### src/rtl/uart_rx_fifo_pkg.sv
// Shared definitions for the buffered UART receiver: parity modes, receive FSM
// encodings, the default bit divisor and the parity check helper.
`ifndef SERIAL_WCNT
`define SERIAL_WCNT 16'd8
`endif

package uart_rx_fifo_pkg;

   localparam int PAR_NONE = 32'sd0;
   localparam int PAR_ODD  = 32'sd1;
   localparam int PAR_EVEN = 32'sd2;

   typedef enum logic [2:0] {
      S_IDLE    = 3'd0,
      S_START   = 3'd1,
      S_DATA    = 3'd2,
      S_PAR     = 3'd3,
      S_STOP    = 3'd4,
      S_BRKWAIT = 3'd5
   } rx_state_t;

   localparam logic [15:0] SERIAL_WCNT_DEF = `SERIAL_WCNT;

   // High when the received parity bit disagrees with the selected mode.
   function automatic logic parity_bad(input logic [8:0] data,
                                       input logic       par_bit,
                                       input logic       odd);
      return (((^data) ^ par_bit) != odd);
   endfunction

endpackage

### src/rtl/uart_rx_fifo_sync_fifo.sv
// Show-ahead synchronous FIFO: registered storage, extra-MSB pointers and a
// drop indication for writes that arrive while full without a matching pop.
module sync_fifo #(
   parameter int WIDTH = 32'sd8,
   parameter int DEPTH = 32'sd16
) (
   input  logic                     CLK,
   input  logic                     RST,
   input  logic                     wr_en,
   input  logic [WIDTH-1:0]         wr_data,
   input  logic                     rd_en,
   output logic [WIDTH-1:0]         rd_data,
   output logic                     empty,
   output logic [$clog2(DEPTH):0]   count,
   output logic                     drop
);

   localparam int AW = $clog2(DEPTH);
   localparam logic [AW:0] PTR_ONE = {{AW{1'b0}}, 1'b1};

   logic [WIDTH-1:0] mem_r [DEPTH];
   logic [AW:0]      wptr_r;
   logic [AW:0]      rptr_r;
   logic             empty_s;
   logic             full_s;
   logic             pop_s;
   logic             push_s;

   assign empty_s = (wptr_r == rptr_r);
   assign full_s  = (wptr_r[AW] != rptr_r[AW]) && (wptr_r[AW-1:0] == rptr_r[AW-1:0]);
   // A pop on an empty FIFO is ignored, so a simultaneous push still lands.
   assign pop_s   = rd_en && !empty_s;
   assign push_s  = wr_en && (!full_s || pop_s);
   assign drop    = wr_en && full_s && !pop_s;

   assign rd_data = empty_s ? {WIDTH{1'b0}} : mem_r[rptr_r[AW-1:0]];
   assign empty   = empty_s;
   assign count   = wptr_r - rptr_r;

   // Pointer update; both pointers wrap naturally through the extra MSB.
   always_ff @(posedge CLK) begin
      if (RST) begin
         wptr_r <= '0;
         rptr_r <= '0;
      end else begin
         if (push_s) begin
            wptr_r <= wptr_r + PTR_ONE;
         end
         if (pop_s) begin
            rptr_r <= rptr_r + PTR_ONE;
         end
      end
   end

   // Storage write; contents need no reset because the head is masked while empty.
   always_ff @(posedge CLK) begin
      if (push_s) begin
         mem_r[wptr_r[AW-1:0]] <= wr_data;
      end
   end

endmodule

### src/rtl/uart_rx_fifo.sv
// Runtime-baud UART receiver with configurable framing, glitch rejection,
// break detection, sticky error flags and a show-ahead receive FIFO.
module uart_rx_fifo
   import uart_rx_fifo_pkg::*;
#(
   parameter int DATA_W      = 32'sd8,
   parameter int PARITY      = 32'sd0,
   parameter int STOP_BITS   = 32'sd1,
   parameter int DIV_W       = 32'sd16,
   parameter int FIFO_DEPTH  = 32'sd16,
   parameter int SYNC_STAGES = 32'sd2
) (
   input  logic                          CLK,
   input  logic                          RST,
   input  logic                          RXD,
   input  logic [DIV_W-1:0]              DIV,
   input  logic                          RD_EN,
   output logic [DATA_W-1:0]             RD_DATA,
   output logic                          EMPTY,
   output logic [$clog2(FIFO_DEPTH):0]   COUNT,
   output logic                          FRAME_ERR,
   output logic                          PARITY_ERR,
   output logic                          OVERRUN,
   input  logic                          ERR_CLR,
   output logic                          BREAK_DET
);

   localparam logic [DIV_W-1:0] ONE_DIV   = {{(DIV_W-1){1'b0}}, 1'b1};
   localparam logic [3:0]       LAST_BIT  = 4'(DATA_W - 1);
   localparam logic             LAST_STOP = 1'(STOP_BITS - 1);
   localparam logic             ODD_MODE  = (PARITY == PAR_ODD);

   logic [SYNC_STAGES-1:0] sync_r;
   rx_state_t              state_r;
   logic [DIV_W-1:0]       div_r;
   logic [DIV_W-1:0]       bcnt_r;
   logic [DATA_W-1:0]      shreg_r;
   logic [3:0]             nbit_r;
   logic                   stop_idx_r;
   logic                   stop_bad_r;
   logic                   par_bit_r;
   logic                   par_err_r;
   logic                   push_r;
   logic [DATA_W-1:0]      push_data_r;
   logic                   brk_r;
   logic                   frame_err_r;
   logic                   parity_err_r;
   logic                   overrun_r;

   logic                   rxs_s;
   logic                   bit_end_s;
   logic                   stop_bad_now_s;
   logic                   fifo_drop_s;

   assign rxs_s          = sync_r[SYNC_STAGES-1];
   assign bit_end_s      = (bcnt_r == (div_r - ONE_DIV));
   assign stop_bad_now_s = stop_bad_r | ~rxs_s;

   // RXD synchroniser, idles high so reset never looks like a start bit.
   always_ff @(posedge CLK) begin
      if (RST) begin
         sync_r <= '1;
      end else begin
         sync_r <= {sync_r[SYNC_STAGES-2:0], RXD};
      end
   end

   // Receive FSM with registered push, break pulse and sticky frame/parity flags.
   always_ff @(posedge CLK) begin
      if (RST) begin
         state_r      <= S_IDLE;
         div_r        <= '0;
         bcnt_r       <= '0;
         shreg_r      <= '0;
         nbit_r       <= 4'd0;
         stop_idx_r   <= 1'b0;
         stop_bad_r   <= 1'b0;
         par_bit_r    <= 1'b0;
         par_err_r    <= 1'b0;
         push_r       <= 1'b0;
         push_data_r  <= '0;
         brk_r        <= 1'b0;
         frame_err_r  <= 1'b0;
         parity_err_r <= 1'b0;
      end else begin
         push_r <= 1'b0;
         brk_r  <= 1'b0;
         // A new error later in this block overrides the clear.
         if (ERR_CLR) begin
            frame_err_r  <= 1'b0;
            parity_err_r <= 1'b0;
         end
         case (state_r)
            S_IDLE: begin
               if (!rxs_s) begin
                  div_r      <= DIV;
                  bcnt_r     <= '0;
                  nbit_r     <= 4'd0;
                  stop_idx_r <= 1'b0;
                  stop_bad_r <= 1'b0;
                  par_bit_r  <= 1'b0;
                  par_err_r  <= 1'b0;
                  state_r    <= S_START;
               end
            end
            S_START: begin
               if (bcnt_r == (div_r >> 1)) begin
                  bcnt_r  <= '0;
                  state_r <= rxs_s ? S_IDLE : S_DATA;
               end else begin
                  bcnt_r <= bcnt_r + ONE_DIV;
               end
            end
            S_DATA: begin
               if (bit_end_s) begin
                  bcnt_r  <= '0;
                  shreg_r <= {rxs_s, shreg_r[DATA_W-1:1]};
                  if (nbit_r == LAST_BIT) begin
                     nbit_r  <= 4'd0;
                     state_r <= (PARITY != PAR_NONE) ? S_PAR : S_STOP;
                  end else begin
                     nbit_r <= nbit_r + 4'd1;
                  end
               end else begin
                  bcnt_r <= bcnt_r + ONE_DIV;
               end
            end
            S_PAR: begin
               if (bit_end_s) begin
                  bcnt_r    <= '0;
                  par_bit_r <= rxs_s;
                  par_err_r <= parity_bad(9'(shreg_r), rxs_s, ODD_MODE);
                  state_r   <= S_STOP;
               end else begin
                  bcnt_r <= bcnt_r + ONE_DIV;
               end
            end
            S_STOP: begin
               if (bit_end_s) begin
                  bcnt_r <= '0;
                  if (stop_idx_r == LAST_STOP) begin
                     // A line held low for the whole frame is a break, not a bad word.
                     if ((shreg_r == '0) && stop_bad_now_s && !par_bit_r) begin
                        brk_r   <= 1'b1;
                        state_r <= S_BRKWAIT;
                     end else if (stop_bad_now_s) begin
                        frame_err_r <= 1'b1;
                        state_r     <= S_IDLE;
                     end else begin
                        push_r      <= 1'b1;
                        push_data_r <= shreg_r;
                        if (par_err_r) begin
                           parity_err_r <= 1'b1;
                        end
                        state_r <= S_IDLE;
                     end
                  end else begin
                     stop_idx_r <= stop_idx_r + 1'b1;
                     stop_bad_r <= stop_bad_now_s;
                  end
               end else begin
                  bcnt_r <= bcnt_r + ONE_DIV;
               end
            end
            S_BRKWAIT: begin
               if (rxs_s) begin
                  state_r <= S_IDLE;
               end
            end
            default: begin
               state_r <= S_IDLE;
            end
         endcase
      end
   end

   // Sticky overrun flag; a drop in the same cycle as ERR_CLR keeps it set.
   always_ff @(posedge CLK) begin
      if (RST) begin
         overrun_r <= 1'b0;
      end else if (fifo_drop_s) begin
         overrun_r <= 1'b1;
      end else if (ERR_CLR) begin
         overrun_r <= 1'b0;
      end
   end

   sync_fifo #(
      .WIDTH (DATA_W),
      .DEPTH (FIFO_DEPTH)
   ) u_fifo (
      .CLK     (CLK),
      .RST     (RST),
      .wr_en   (push_r),
      .wr_data (push_data_r),
      .rd_en   (RD_EN),
      .rd_data (RD_DATA),
      .empty   (EMPTY),
      .count   (COUNT),
      .drop    (fifo_drop_s)
   );

   assign FRAME_ERR  = frame_err_r;
   assign PARITY_ERR = parity_err_r;
   assign OVERRUN    = overrun_r;
   assign BREAK_DET  = brk_r;

endmodule
### config.mk
export PLATFORM = sky130hd
export DESIGN_NAME = uart_rx_fifo
export DESIGN_NICKNAME = d
export VERILOG_FILES = /design/src/rtl/uart_rx_fifo_pkg.sv /design/src/rtl/uart_rx_fifo_sync_fifo.sv /design/src/rtl/uart_rx_fifo.sv
export SDC_FILE = /design/constraint.sdc
export NUM_CORES = 1
export LEC_CHECK = 0
export BUFFER_PORTS_ARGS = -buffer_cell sky130_fd_sc_hd__buf_2
export CAP_MARGIN = 30
export CORE_MARGIN = 5
export CORE_UTILIZATION = 35
export CTS_BUF_LIST = sky130_fd_sc_hd__clkbuf_4 sky130_fd_sc_hd__clkbuf_8
export DETAILED_ROUTE_END_ITERATION = 12
export GPL_ROUTABILITY_DRIVEN = 1
export GPL_TIMING_DRIVEN = 0
export MAX_ROUTING_LAYER = met4
export PLACE_DENSITY = 0.51
export SYNTH_ARGS = -nofsm -noshare
export SYNTH_HDL_FRONTEND = slang
export SYNTH_SLANG_ARGS = --single-unit
### constraint.sdc
create_clock -name CLK -period 6.1 [get_ports CLK]
set_input_delay 1.22 -clock CLK [delete_from_list [all_inputs] [get_ports CLK]]
set_output_delay 1.22 -clock CLK [all_outputs]
set_load 0.01 [all_outputs]
Yosys cells after proc, flatten, opt, wreduce, memory -nomap -nowiden --
Memories as Yosys holds them, arrays and structs flattened. A register that Yosys moved wholly into a read port is not among the register bits. Cells that the tools add are included.
Word-level totals: bits of input ports 21, RAM bits 128, output and inout port bits 18, memories 1, bits in registers 76, logic and storage cells 138
Cells by class: reductions and logical operators 32, muxes and demuxes 52, bitwise operators 8, add/sub/neg operators 7, equality and inequality tests 20
Memories:
- u_fifo.mem_r | depth 16, width 8, read ports 1, clocked after memory_dff 1, write ports 1, RTL line uart_rx_fifo_sync_fifo.sv:21 | logic [WIDTH-1:0] mem_r [DEPTH];
Operators by type and width (count):
- 16-bit two-way mux | 3
- 16-bit case mux with 3 select lines | 1
- 3-bit two-way mux | 9
- 1-bit two-way mux | 26
- 4-bit two-way mux | 5
- 2-bit != test, second input constant | 9
- 3-bit case mux with 6 select lines | 1
- 16-bit by 1-bit adder with 16-bit output, second input constant | 1
- 16-bit by 15-bit == test with 1-bit output | 1
- 16-bit == test | 1
- 16-bit by 1-bit subtractor with 16-bit output, second input constant | 1
- 5-bit by 1-bit adder with 5-bit output, second input constant | 2
- 3-bit AND reduction | 3
- 9-bit parity | 1
- 8-bit zero test | 1
- 8-bit two-way mux | 1
- 1-bit case mux with 2 select lines | 4
- 4-bit case mux with 2 select lines | 1
- 8-bit AND reduction | 1
- 2-bit nonzero test | 4
- 1-bit logical AND | 7
- 3-bit by 2-bit == test with 1-bit output, second input constant | 2
- 3-bit == test, second input constant | 2
- 1-bit NOT | 6
- 21 further kinds | 26

Depth between registers and ports, before layout --
word-level depth 8, depth in mapped cells 14, depth with buffers taken out 10

By module --
Synthesis repeated with hierarchy kept, for this count alone.
Second synthesis, totals: cell total of the unflattened synthesis 821, area total of the unflattened synthesis 9773.1 um^2
By module, submodules not included:
- sync_fifo | sequential area each 4124.0 um^2, area each 5823.1 um^2, cells an instance 307, instances 1
- uart_rx_fifo | sequential area each 1301.2 um^2, area each 3950.0 um^2, cells an instance 514, instances 1

Worst setup path before layout --
No wires, ideal clock.
kind register to output, start register (tool-made name), end output port RD_DATA[0], cell stages (with the launch flop) 6, slack 2.659 ns, buffers on the path 2, arrival 2.221 ns, required time 4.880 ns, cell sequence dfxtp_1 > clkbuf_1 > buf_1 > mux4_2 > mux4_2 > nor2b_1
RTL lines:
- end, declared | RTL line uart_rx_fifo.sv:18 | output logic [DATA_W-1:0] RD_DATA,

==> parameters.txt <==
Parameter                              Value

Routing
  Overall routed net length    21000 µm
  Total number of vias    5936
  Detailed Route Iter0 Violations    313
  Detailed-router iteration count before antenna repair    4
  Detailed-route wire length per cell    17.37 µm
  Detail Route Antenna Nets    0
  Via-to-Cell Ratio    4.910
  DRC    0

Floorplanning
  Die footprint    0.03054 mm²
  Effective utilization at floorplan    0.3534
  Die width    174.7 µm
  Number of cell rows    60
  Io pins    39
  Floorplan die height    174.7 µm
  Placeable core region    0.02688 mm²

Setup path
  CP Cell Sequence    clkbuf_1, buf_1, mux4_2, mux4_2, nor2b_1, buf_2
  Register-to-register setup slack    2.65 ns
  Reg2reg end    BREAK_DET
  Worst Setup End Kind    output pin
  Critical path peak fanout    10
  Data required time at the worst endpoint    between 4 and 5 ns
  CP dominant cell by count    sky130_fd_sc_hd__mux4_2
  Delay contributed by the slowest stage of the critical path    about 0.70 ns
  Startpoint-to-endpoint class of the critical path    register to output pin
  Beginning of the worst register-to-register path    div_r[0]
  Worst r2r path cells    10
  Startpoint kind of the worst setup timing path    register
  Data arrival at the endpoint of the critical path    3.21 ns
  Critical-path top delay cell    sky130_fd_sc_hd__buf_1

Clock tree
  Count of buffers added by post-CTS timing repair for setup    0
  Number of sinks driven by the clock tree    207
  Hold-fix buffers at CTS    0
  Root buffer cell    sky130_fd_sc_hd__clkbuf_8
  TritonCTS clock tree    done
  Insertion delay of the later-clocked pin in the worst-skew pair    roughly 0.53 ns
  Num CTS Buffers    37
  Depth of the CTS H-tree    2
  Resized cells post-CTS    0
  Clock-pin slew reported for the worst setup and hold paths after clock tree synthesis    0.06 ns
  Buffer levels on the longest clock path    3

Synth
  Flop and latch count out of synthesis    a little over 200
  Number of flops mapped to enable cells by yosys    128
  Cell types with the largest area share after synthesis    sky130_fd_sc_hd__edfxtp_1, sky130_fd_sc_hd__dfxtp_1, sky130_fd_sc_hd__mux4_2, sky130_fd_sc_hd__xnor2_1, sky130_fd_sc_hd__nand2_1
  Syn Std Cell Area    roughly 0.0095 mm²
  Number of unique standard cell types used by synthesis    69
  Synthesized net count    798
  Commonest cells post-synth    sky130_fd_sc_hd__edfxtp_1, sky130_fd_sc_hd__dfxtp_1, sky130_fd_sc_hd__nand2_1, sky130_fd_sc_hd__nor2_1, sky130_fd_sc_hd__mux4_2
  Cell with the most instances after synthesis    sky130_fd_sc_hd__edfxtp_1
  Yosys warning total    0
  Most used flip-flop cell after synthesis    sky130_fd_sc_hd__edfxtp_1
  Post-synthesis sequential area ratio    0.5711
  Area leader, netlist    sky130_fd_sc_hd__edfxtp_1
  Post-Syn Area per Cell    12.50 µm²
  Portion of synthesized cell area occupied by the leading cell type    0.4046
  Proportion of synthesized flip-flops having asynchronous set or reset    0
  Syn Inst Count    760

Min path
  Worst Hold Path Cells    1
  Min-Delay Endpoint    sync_r[1]
  HP Start    sync_r[0]
  Worst hold path type    register to register

GRT
  Largest net degree at the start of global routing    18
  Overflow after GRT    0
  First-pass GRT wire length    33910 µm
  Overall Global Routing Usage    0.1431
  Initial antenna violation count    0
  Via count of the first global-routing pass    6120

Timing
  Clock period minus worst slack    ~4.4 ns
  Worst rel slew slack    0.3026
  Unrepaired setup endpoints after global routing    false
  Count of endpoints failing hold in the final timing report    0
  Final-report max-slew violation count    0
  Crit share post-route    0.7261
  Post-Route Hold Slack    0.4048 ns
  Total Neg Setup Slack    0 ns
  Least-Margin Pin Slew    1.020 ns
  Max Clk Rate    approximately 230 MHz
  Fin Clk Skew    0.02742 ns
  Setup violations, final    0

Placed design
  I/O Buffers    37
  Half-perimeter wire length after placement    14350 µm
  Final GP Congestion    0.8635
  Post-detailed-placement cell area    around 0.010 mm²

Finish
  Cell area after layout    0.01098 mm²
  Final core area utilization    0.4087
  Ratio of cells with drive above 1 in the final layout    0.2177
  Layout Area Growth over Synthesis    15.62%
  Inserted Diodes    0
  Final net count    877

Job
  Max cap viols    0

Power and ir drop
  Power per cell area    305.4 mW/mm²
  IR drop worst, VDD    158.2 µV
  Lkg Pwr    3.815 nW
  Overall power of the completed layout    between 3 and 4 mW

Run status
  Result of the run    completed
==> cell type report <==
cell class,count,area (µm²)
fillers,2624,15890
flip-flops and latches,207,5425
multi-input cells,470,3661
clock buffers,57,690.7
well taps,341,426.7
plain buffers,53,320.3
repair buffers,40,226.5
clock inverters,11,120.1
inverters,30,112.6
==> sequential cells by signal (all words and copies together) (netlist names), 4 cells and up, named ones only <==
| register | flops |
|---|---|
| div_r | 16 |
| nbit_r | 4 |
| u_fifo.mem_r | 128 |
| shreg_r | 8 |
| push_data_r | 8 |
| u_fifo.rptr_r | 5 |
| u_fifo.wptr_r | 5 |
| bcnt_r | 16 |
==> worst max path at each step <==
stage	startpoint	endpoint
2_1_floorplan	register	RD_DATA[0]
3_3_place_gp	register	RD_DATA[2]
3_5_place_dp	register	RD_DATA[2]
4_1_cts	register	RD_DATA[2]
5_1_grt	register	RD_DATA[2]
6_report	register	RD_DATA[2]
==> where the power goes <==
part | switching (mW) | internal [mW] | leakage, nW
Clock | 0.570 | 0.815 | 0.428
Sequential | 0.0280 | 1.49 | 1.82
Combinational | 0.268 | 0.182 | 1.56
Total | 0.866 | 2.49 | 3.81
==> cells in the final DEF (no fill, tap or decap), drive strengths merged, types with 10 or more instances in the layout <==
master    n
edfxtp  128
nand2    75
nor3     15
xnor2    37
inv      32
buf      56
a21oi    37
dfxtp    79
o21ai    15
nor2     68
mux2i    20
mux4     40
nor2b    14
nand4    10
xor2     19
nand3    19
ha       16
clkbuf   94
==> logic make-up after synthesis <==
family          after synthesis  share of synthesized area
compound gates               91                    0.06336
flops                       207                     0.5711
mux                          61                     0.1171
buf+inv                      83                    0.04557
fa+ha+maj                    18                    0.02424
simple gates                244                     0.1270
xor+xnor                     56                    0.05163
==> worst max-delay path, delay by kind of cell, from the launching register on <==
kind,cells,cell delay (ns)
buffers and inverters,3,1.15
DFF,1,0.30
muxes,2,1.08
and+or+nand+nor,1,0.16
==> routing by layer <==
layer | GRT usage | part of all wire | up-vias | wire length (µm)
li1 | - | - | 2926 | -
met1 | 0.1860 | 0.46 | 2855 | 9656
met2 | 0.2307 | 0.48 | 122 | 10160
met3 | 0.02553 | 0.038 | 33 | 806
met4 | 0.04321 | 0.018 | 0 | 380
met5 | - | 0 | - | 0
==> through the flow <==
step | cells | worst slack, ns
2_1_floorplan | 760 | 2.659
3_3_place_gp | 1138 | 2.030
3_5_place_dp | 1139 | 2.038
4_1_cts | 1207 | 1.388
5_1_grt | 1209 | 1.434
6_report | 1209 | 1.671
(Power assumes the default switching activity.)
